$ cat config.mk
export PLATFORM = sky130hd
export DESIGN_NAME = avalon16_wb32
export DESIGN_NICKNAME = d
export VERILOG_FILES = /design/src/rtl/avalon16_wb32.sv
export SDC_FILE = /design/constraint.sdc
export NUM_CORES = 1
export LEC_CHECK = 0
export ABC_CLOCK_PERIOD_IN_PS = 2500
export CAP_MARGIN = 10
export CELL_PAD_IN_SITES_DETAIL_PLACEMENT = 1
export CELL_PAD_IN_SITES_GLOBAL_PLACEMENT = 1
export CORE_MARGIN = 4
export CORE_UTILIZATION = 36
export CTS_CLUSTER_DIAMETER = 30
export CTS_CLUSTER_SIZE = 28
export DETAILED_ROUTE_END_ITERATION = 10
export HOLD_SLACK_MARGIN = 0.06
export PLACE_DENSITY = 0.9
export SLEW_MARGIN = 20
export SYNTH_ARGS = -nofsm -noshare
export SYNTH_HDL_FRONTEND = slang
export SYNTH_SLANG_ARGS = --single-unit
$ cat constraint.sdc
create_clock -name clk -period 2.5 [get_ports clk]
set_input_delay 0.5 -clock clk [delete_from_list [all_inputs] [get_ports clk]]
set_output_delay 0.5 -clock clk [all_outputs]
set_load 0.01 [all_outputs]
$ cat src/rtl/avalon16_wb32.sv
// rtl/avalon16_wb32.sv - Avalon-MM 16-bit slave to Wishbone 32-bit classic master bridge
// One Wishbone cycle per accepted halfword access; a one-word buffer serves the sibling halfword of the last read.
module avalon16_wb32 #(
    parameter int          AW             = 22,
    parameter logic [31:0] BASE_ADDR      = 32'h0000_0000,
    parameter int          TIMEOUT_CYCLES = 255,
    parameter int          CACHE_EN       = 1
) (
    input  logic          clk,
    input  logic          reset_n,
    input  logic [AW-1:0] avalon_address_i,
    input  logic [1:0]    avalon_byteenable_n_i,
    input  logic          avalon_chipselect_i,
    input  logic          avalon_read_n_i,
    input  logic          avalon_write_n_i,
    input  logic [15:0]   avalon_writedata_i,
    output logic [15:0]   avalon_readdata_o,
    output logic          avalon_waitrequest_o,
    output logic          avalon_readdatavalid_o,
    output logic [31:0]   wishbone_addr_o,
    output logic [31:0]   wishbone_data_o,
    output logic [3:0]    wishbone_sel_o,
    output logic          wishbone_we_o,
    output logic          wishbone_cyc_o,
    output logic          wishbone_stb_o,
    input  logic [31:0]   wishbone_data_i,
    input  logic          wishbone_ack_i,
    input  logic          wishbone_err_i,
    output logic          bus_error_o
);

    typedef enum logic [1:0] {IDLE, WB_WRITE, WB_READ} state_t;

    localparam logic [7:0] TO_LAST = 8'(TIMEOUT_CYCLES - 1);

    state_t        state_q;
    logic [31:0]   addr_q;
    logic [31:0]   wdata_q;
    logic [3:0]    sel_q;
    logic          we_q;
    logic          cyc_q;
    logic [15:0]   rdata_q;
    logic          rdv_q;
    logic          err_q;
    logic [7:0]    cnt_q;
    logic          half_q;
    logic [AW-2:0] wa_q;
    logic          buf_v_q;
    logic [AW-2:0] buf_tag_q;
    logic [31:0]   buf_q;

    logic [AW-2:0] wa;
    logic          h;
    logic          req_wr;
    logic          req_rd;
    logic          hit;
    logic [31:0]   wb_addr;
    logic [3:0]    lanes;
    logic          timeout;
    logic          finish;
    logic          fail;

    assign wa      = avalon_address_i[AW-1:1];
    assign h       = avalon_address_i[0];
    assign req_wr  = avalon_chipselect_i & ~avalon_write_n_i;
    assign req_rd  = avalon_chipselect_i & ~avalon_read_n_i & avalon_write_n_i;
    assign hit     = (CACHE_EN != 0) && buf_v_q && (buf_tag_q == wa);
    assign wb_addr = BASE_ADDR + {{(32-AW-1){1'b0}}, wa, 2'b00};
    assign lanes   = h ? {~avalon_byteenable_n_i, 2'b00} : {2'b00, ~avalon_byteenable_n_i};

    // err beats ack; the timeout only counts as a failure when no ack arrived that cycle
    assign timeout = (cnt_q == TO_LAST);
    assign finish  = wishbone_ack_i | wishbone_err_i | timeout;
    assign fail    = wishbone_err_i | (timeout & ~wishbone_ack_i);

    always_ff @(posedge clk) begin
        if (!reset_n) begin
            state_q   <= IDLE;
            addr_q    <= '0;
            wdata_q   <= '0;
            sel_q     <= '0;
            we_q      <= 1'b0;
            cyc_q     <= 1'b0;
            rdata_q   <= '0;
            rdv_q     <= 1'b0;
            err_q     <= 1'b0;
            cnt_q     <= '0;
            half_q    <= 1'b0;
            wa_q      <= '0;
            buf_v_q   <= 1'b0;
            buf_tag_q <= '0;
            buf_q     <= '0;
        end else begin
            rdv_q <= 1'b0;
            err_q <= 1'b0;
            case (state_q)
                IDLE: begin
                    cnt_q <= '0;
                    if (req_wr) begin
                        if (buf_v_q && (buf_tag_q == wa)) begin
                            buf_v_q <= 1'b0;
                        end
                        if (avalon_byteenable_n_i != 2'b11) begin
                            addr_q  <= wb_addr;
                            wdata_q <= {avalon_writedata_i, avalon_writedata_i};
                            sel_q   <= lanes;
                            we_q    <= 1'b1;
                            cyc_q   <= 1'b1;
                            state_q <= WB_WRITE;
                        end
                    end else if (req_rd) begin
                        if (hit) begin
                            rdv_q   <= 1'b1;
                            rdata_q <= h ? buf_q[31:16] : buf_q[15:0];
                        end else begin
                            addr_q  <= wb_addr;
                            sel_q   <= 4'hF;
                            we_q    <= 1'b0;
                            cyc_q   <= 1'b1;
                            half_q  <= h;
                            wa_q    <= wa;
                            state_q <= WB_READ;
                        end
                    end
                end
                default: begin
                    if (finish) begin
                        cyc_q   <= 1'b0;
                        we_q    <= 1'b0;
                        sel_q   <= '0;
                        cnt_q   <= '0;
                        err_q   <= fail;
                        state_q <= IDLE;
                        if (state_q == WB_READ) begin
                            rdv_q <= 1'b1;
                            if (fail) begin
                                rdata_q <= '0;
                                buf_v_q <= 1'b0;
                            end else begin
                                rdata_q   <= half_q ? wishbone_data_i[31:16] : wishbone_data_i[15:0];
                                buf_q     <= wishbone_data_i;
                                buf_tag_q <= wa_q;
                                buf_v_q   <= 1'b1;
                            end
                        end
                    end else begin
                        cnt_q <= cnt_q + 8'd1;
                    end
                end
            endcase
        end
    end

    assign avalon_waitrequest_o   = (state_q != IDLE);
    assign avalon_readdata_o      = rdata_q;
    assign avalon_readdatavalid_o = rdv_q;
    assign wishbone_addr_o        = addr_q;
    assign wishbone_data_o        = wdata_q;
    assign wishbone_sel_o         = sel_q;
    assign wishbone_we_o          = we_q;
    assign wishbone_cyc_o         = cyc_q;
    assign wishbone_stb_o         = cyc_q;
    assign bus_error_o            = err_q;

endmodule

==> results <==
## critical path, stage by stage
cell             delay [ns]
clkdlybuf4s50_1        0.50
xor2_1                 0.20
nor4_2                 0.35
buf_4                  0.19
nand4_4                0.17
o31a_1                 0.37
buf_12                 0.16
a32o_1                 0.20
## through the flow
stage | total power, µW | cell area, µm² | cells | worst slack, ns | hold slack, ns
6_report | 5736 | 8932 | 1116 | 0.1525 | 0.4504
5_1_grt | 5941 | 8932 | 1116 | 0.1006 | 0.4770
4_1_cts | 5783 | 8932 | 1116 | 0.1156 | 0.4558
3_5_place_dp | 3126 | 8319 | 1085 | -0.2471 | 0.4470
3_3_place_gp | 3106 | 8319 | 1085 | -0.1492 | 0.4344
2_1_floorplan | 2776 | 6509 | 744 | 0.4376 | 0.4297
## how the worst max path moves through the flow
stage / start / to / slack [ns] / cells after the start
2_1_floorplan: avalon_address_i[1] / avalon_readdata_o[10]$_SDFFE_PN0P_ / 0.44 / 6
5_1_grt: avalon_address_i[5] / avalon_readdata_o[10]$_SDFFE_PN0P_ / 0.10 / 8
3_3_place_gp: avalon_address_i[5] / avalon_readdata_o[9]$_SDFFE_PN0P_ / -0.15 / 8
3_5_place_dp: avalon_address_i[5] / avalon_readdata_o[0]$_SDFFE_PN0P_ / -0.25 / 8
6_report: avalon_address_i[14] / avalon_readdata_o[12]$_SDFFE_PN0P_ / 0.15 / 8
4_1_cts: avalon_address_i[14] / avalon_readdata_o[12]$_SDFFE_PN0P_ / 0.12 / 8
## cells by family (layout without fill, tap and decap cells)
kind of cell,Yosys count,count (layout),synth area share
XOR/XNOR,27,27,0.03654
multiplexers,54,54,0.08353
adder cells (fa/ha/maj),2,2,0.003866
flip-flops,146,146,0.4517
buffers and inverters,110,257,0.08507
AO/OA/AOI/OAI,146,146,0.1746
AND/OR/NAND/NOR,248,248,0.1642
other,1,11,0.0005795
## state kept, by name, indices dropped and copies added, names as in the netlist
signal and cells:
wishbone_cyc_o 1, buf_tag_q 21, buf_v_q 1, bus_error_o 1, state_q 2, buf_q 32, wa_q 21, avalon_readdatavalid_o 1
half_q 1, avalon_readdata_o 16, wishbone_addr_o 21, cnt_q 8, wishbone_sel_o 4, wishbone_data_o 16
## Yosys cell counts (2+ instances only)
library cell    n  share of area
buf_4          32          0.037
buf_6           2         0.0035
inv_1          31          0.018
ha_1            2         0.0039
nor2_1         17         0.0099
a21boi_1       16          0.019
or3_1           2         0.0019
o22ai_1        41          0.040
buf_2           2         0.0015
o31a_1          3         0.0041
nand3_1        28          0.022
a21boi_0       54          0.063
clkbuf_1       41          0.024
nand2_1       186           0.11
buf_1           2         0.0012
dfxtp_1       146           0.45
xnor2_1         4         0.0054
mux2i_1        54          0.084
a32o_1         16          0.025
xor2_1         23          0.031
nor4_2          4         0.0077
a21oi_1         5         0.0039
## power by group
group / total, µW / switching, µW / internal, µW / leakage (µW)
sequential: 2420 / 36.6 / 2390 / 0.00118
combinational: 656 / 313 / 343 / 0.00195
clock: 2660 / 989 / 1670 / 0.000298
## cell usage in the layout, fill, tap and decap left out, types with 5 or more instances in the layout
master / count
nor2_1: 17
nand3_1: 28
o22ai_1: 41
a21boi_0: 54
inv_1: 31
clkdlybuf4s50_1: 156
dfxtp_1: 146
conb_1: 11
mux2i_1: 54
buf_4: 31
nand2_1: 186
a32o_1: 16
a21oi_1: 5
a21boi_1: 16
xor2_1: 23
buf_12: 8
clkbuf_16: 17
## layer usage
metal,part of all wire,wire length [µm],vias up,global-route usage
li1,-,-,2738,-
met1,0.44,8493,2769,0.2379
met2,0.50,9638,165,0.3329
met3,0.053,1027,28,0.04570
met4,0.016,305,0,0.05606
met5,0,0,-,0
## layout make-up
cell class | instances | area share
sequential | 146 | 0.3272
multi-input combinational | 488 | 0.3408
inverter | 31 | 0.01303
tap | 225 | 0.03152
timing repair buffer | 195 | 0.2188
clock inverter | 9 | 0.01443
clock buffer | 22 | 0.05421
==> impl_metrics.yaml <==
finish:
  nNetsFinal: 960
  multi_input_area_mm2: 0.003044
  synthToLayoutAreaGrowth_pct: 38.03
  drive_gt1_frac: 0.09091
  final_core_util: 0.5111
  fill_cells: 2024
  insertedDiodeCount: 0
  seqCellArea_mm2: 0.002923
timing:
  rsz0062_at_grt: "no"
  post-route-min-period_ns: 2.347
  hold_viol: 0
  fin_setup_tns_ns: 0
  fin_worst_skew_ns: 0.01824
  fmaxAchievable_mhz: 426.0
  fin_crit_sh: 0.9390
  setup_viol: 0
  slew_viol_final: 0
logic_synthesis:
  ys.flop_type: "dfxtp_1"
  synthCells: 734
  yosysWarnings: 0
  async_flop_share: 0
  avgSynthCellArea_um2: 8.816
  synth-edff-count: 0
  seq_area_frac_synth: 0.4517
  syn_area_mm2: 0.006471
  yosys.cell_types.count: 45
  ys_ff_latch: 146
clock_network:
  cts_resized: 0
  clk_pin_slew_worst_paths_ns: 0.06
  clk_latency_ns: 0.42
  holdBufCountCts: 0
  cts_tree: "yes"
  cts-buffers-inserted: 17
  clockRootBuffer: "clkbuf_16"
  clockBufferDepth: 2
  clock-sinks: 146
  cts_setup_buffers: 0
  htreeDepth: 4
route:
  viasPerCell: 5.108
  wl_mm: 19.46
  antenna_left: 0
  first_iter_violations: 257
  wire_per_inst_um: 17.44
  drc: 0
  first_pass_iters: 4
  vias: 5700
worst_setup_path:
  endpoint_kind: "flip-flop"
  worstPathRequired_ns: 2.81
  r2r-start: "buf_tag_q[13]$_SDFFE_PN0P_"
  arrival_ns: 2.66
  crit_type: "in -> reg"
  worstReg2RegEnd: "avalon_readdata_o[12]$_SDFFE_PN0P_"
  worst_setup_path_start_kind: "primary input"
  ff2ff_setup_slack_ns: 0.44
  path_max_fanout: 16
  reg2reg_depth: 7
die:
  start_util: 0.3703
  io_pins: 169
  core-area_mm2: 0.01748
  row_count: 48
  die_y_um: 142.1
  die_w_um: 142.1
  dieArea_mm2: 0.02019
run:
  maxCapViolations: 0
global_routing:
  grt_max_degree: 77
  grt_overflow: 0
  grt_pass1_vias: 5954
  grt_usage: 0.1922
  grt_pass1_wl_mm: 31.19
  antenna_found_initial: 0
place:
  io_buffer_count: 157
  dp_hpwl_mm: 12.98
  globalplace.congestion: 0.7697
worst_hold_path:
  whs_endpoint: "wishbone_sel_o[2]$_SDFFE_PN0P_"
  min_path_cells: 2
  min_path_type: "reg -> reg"
  hp-start: "wishbone_sel_o[2]$_SDFFE_PN0P_"
power:
  p_leak_uw: 0.003431
  irDropWorstVdd_mv: 0.4665
  p_per_area_mw_per_mm2: 642.2
status:
  status: "completed"
No activity file was read; power rests on OpenSTA's default activity.
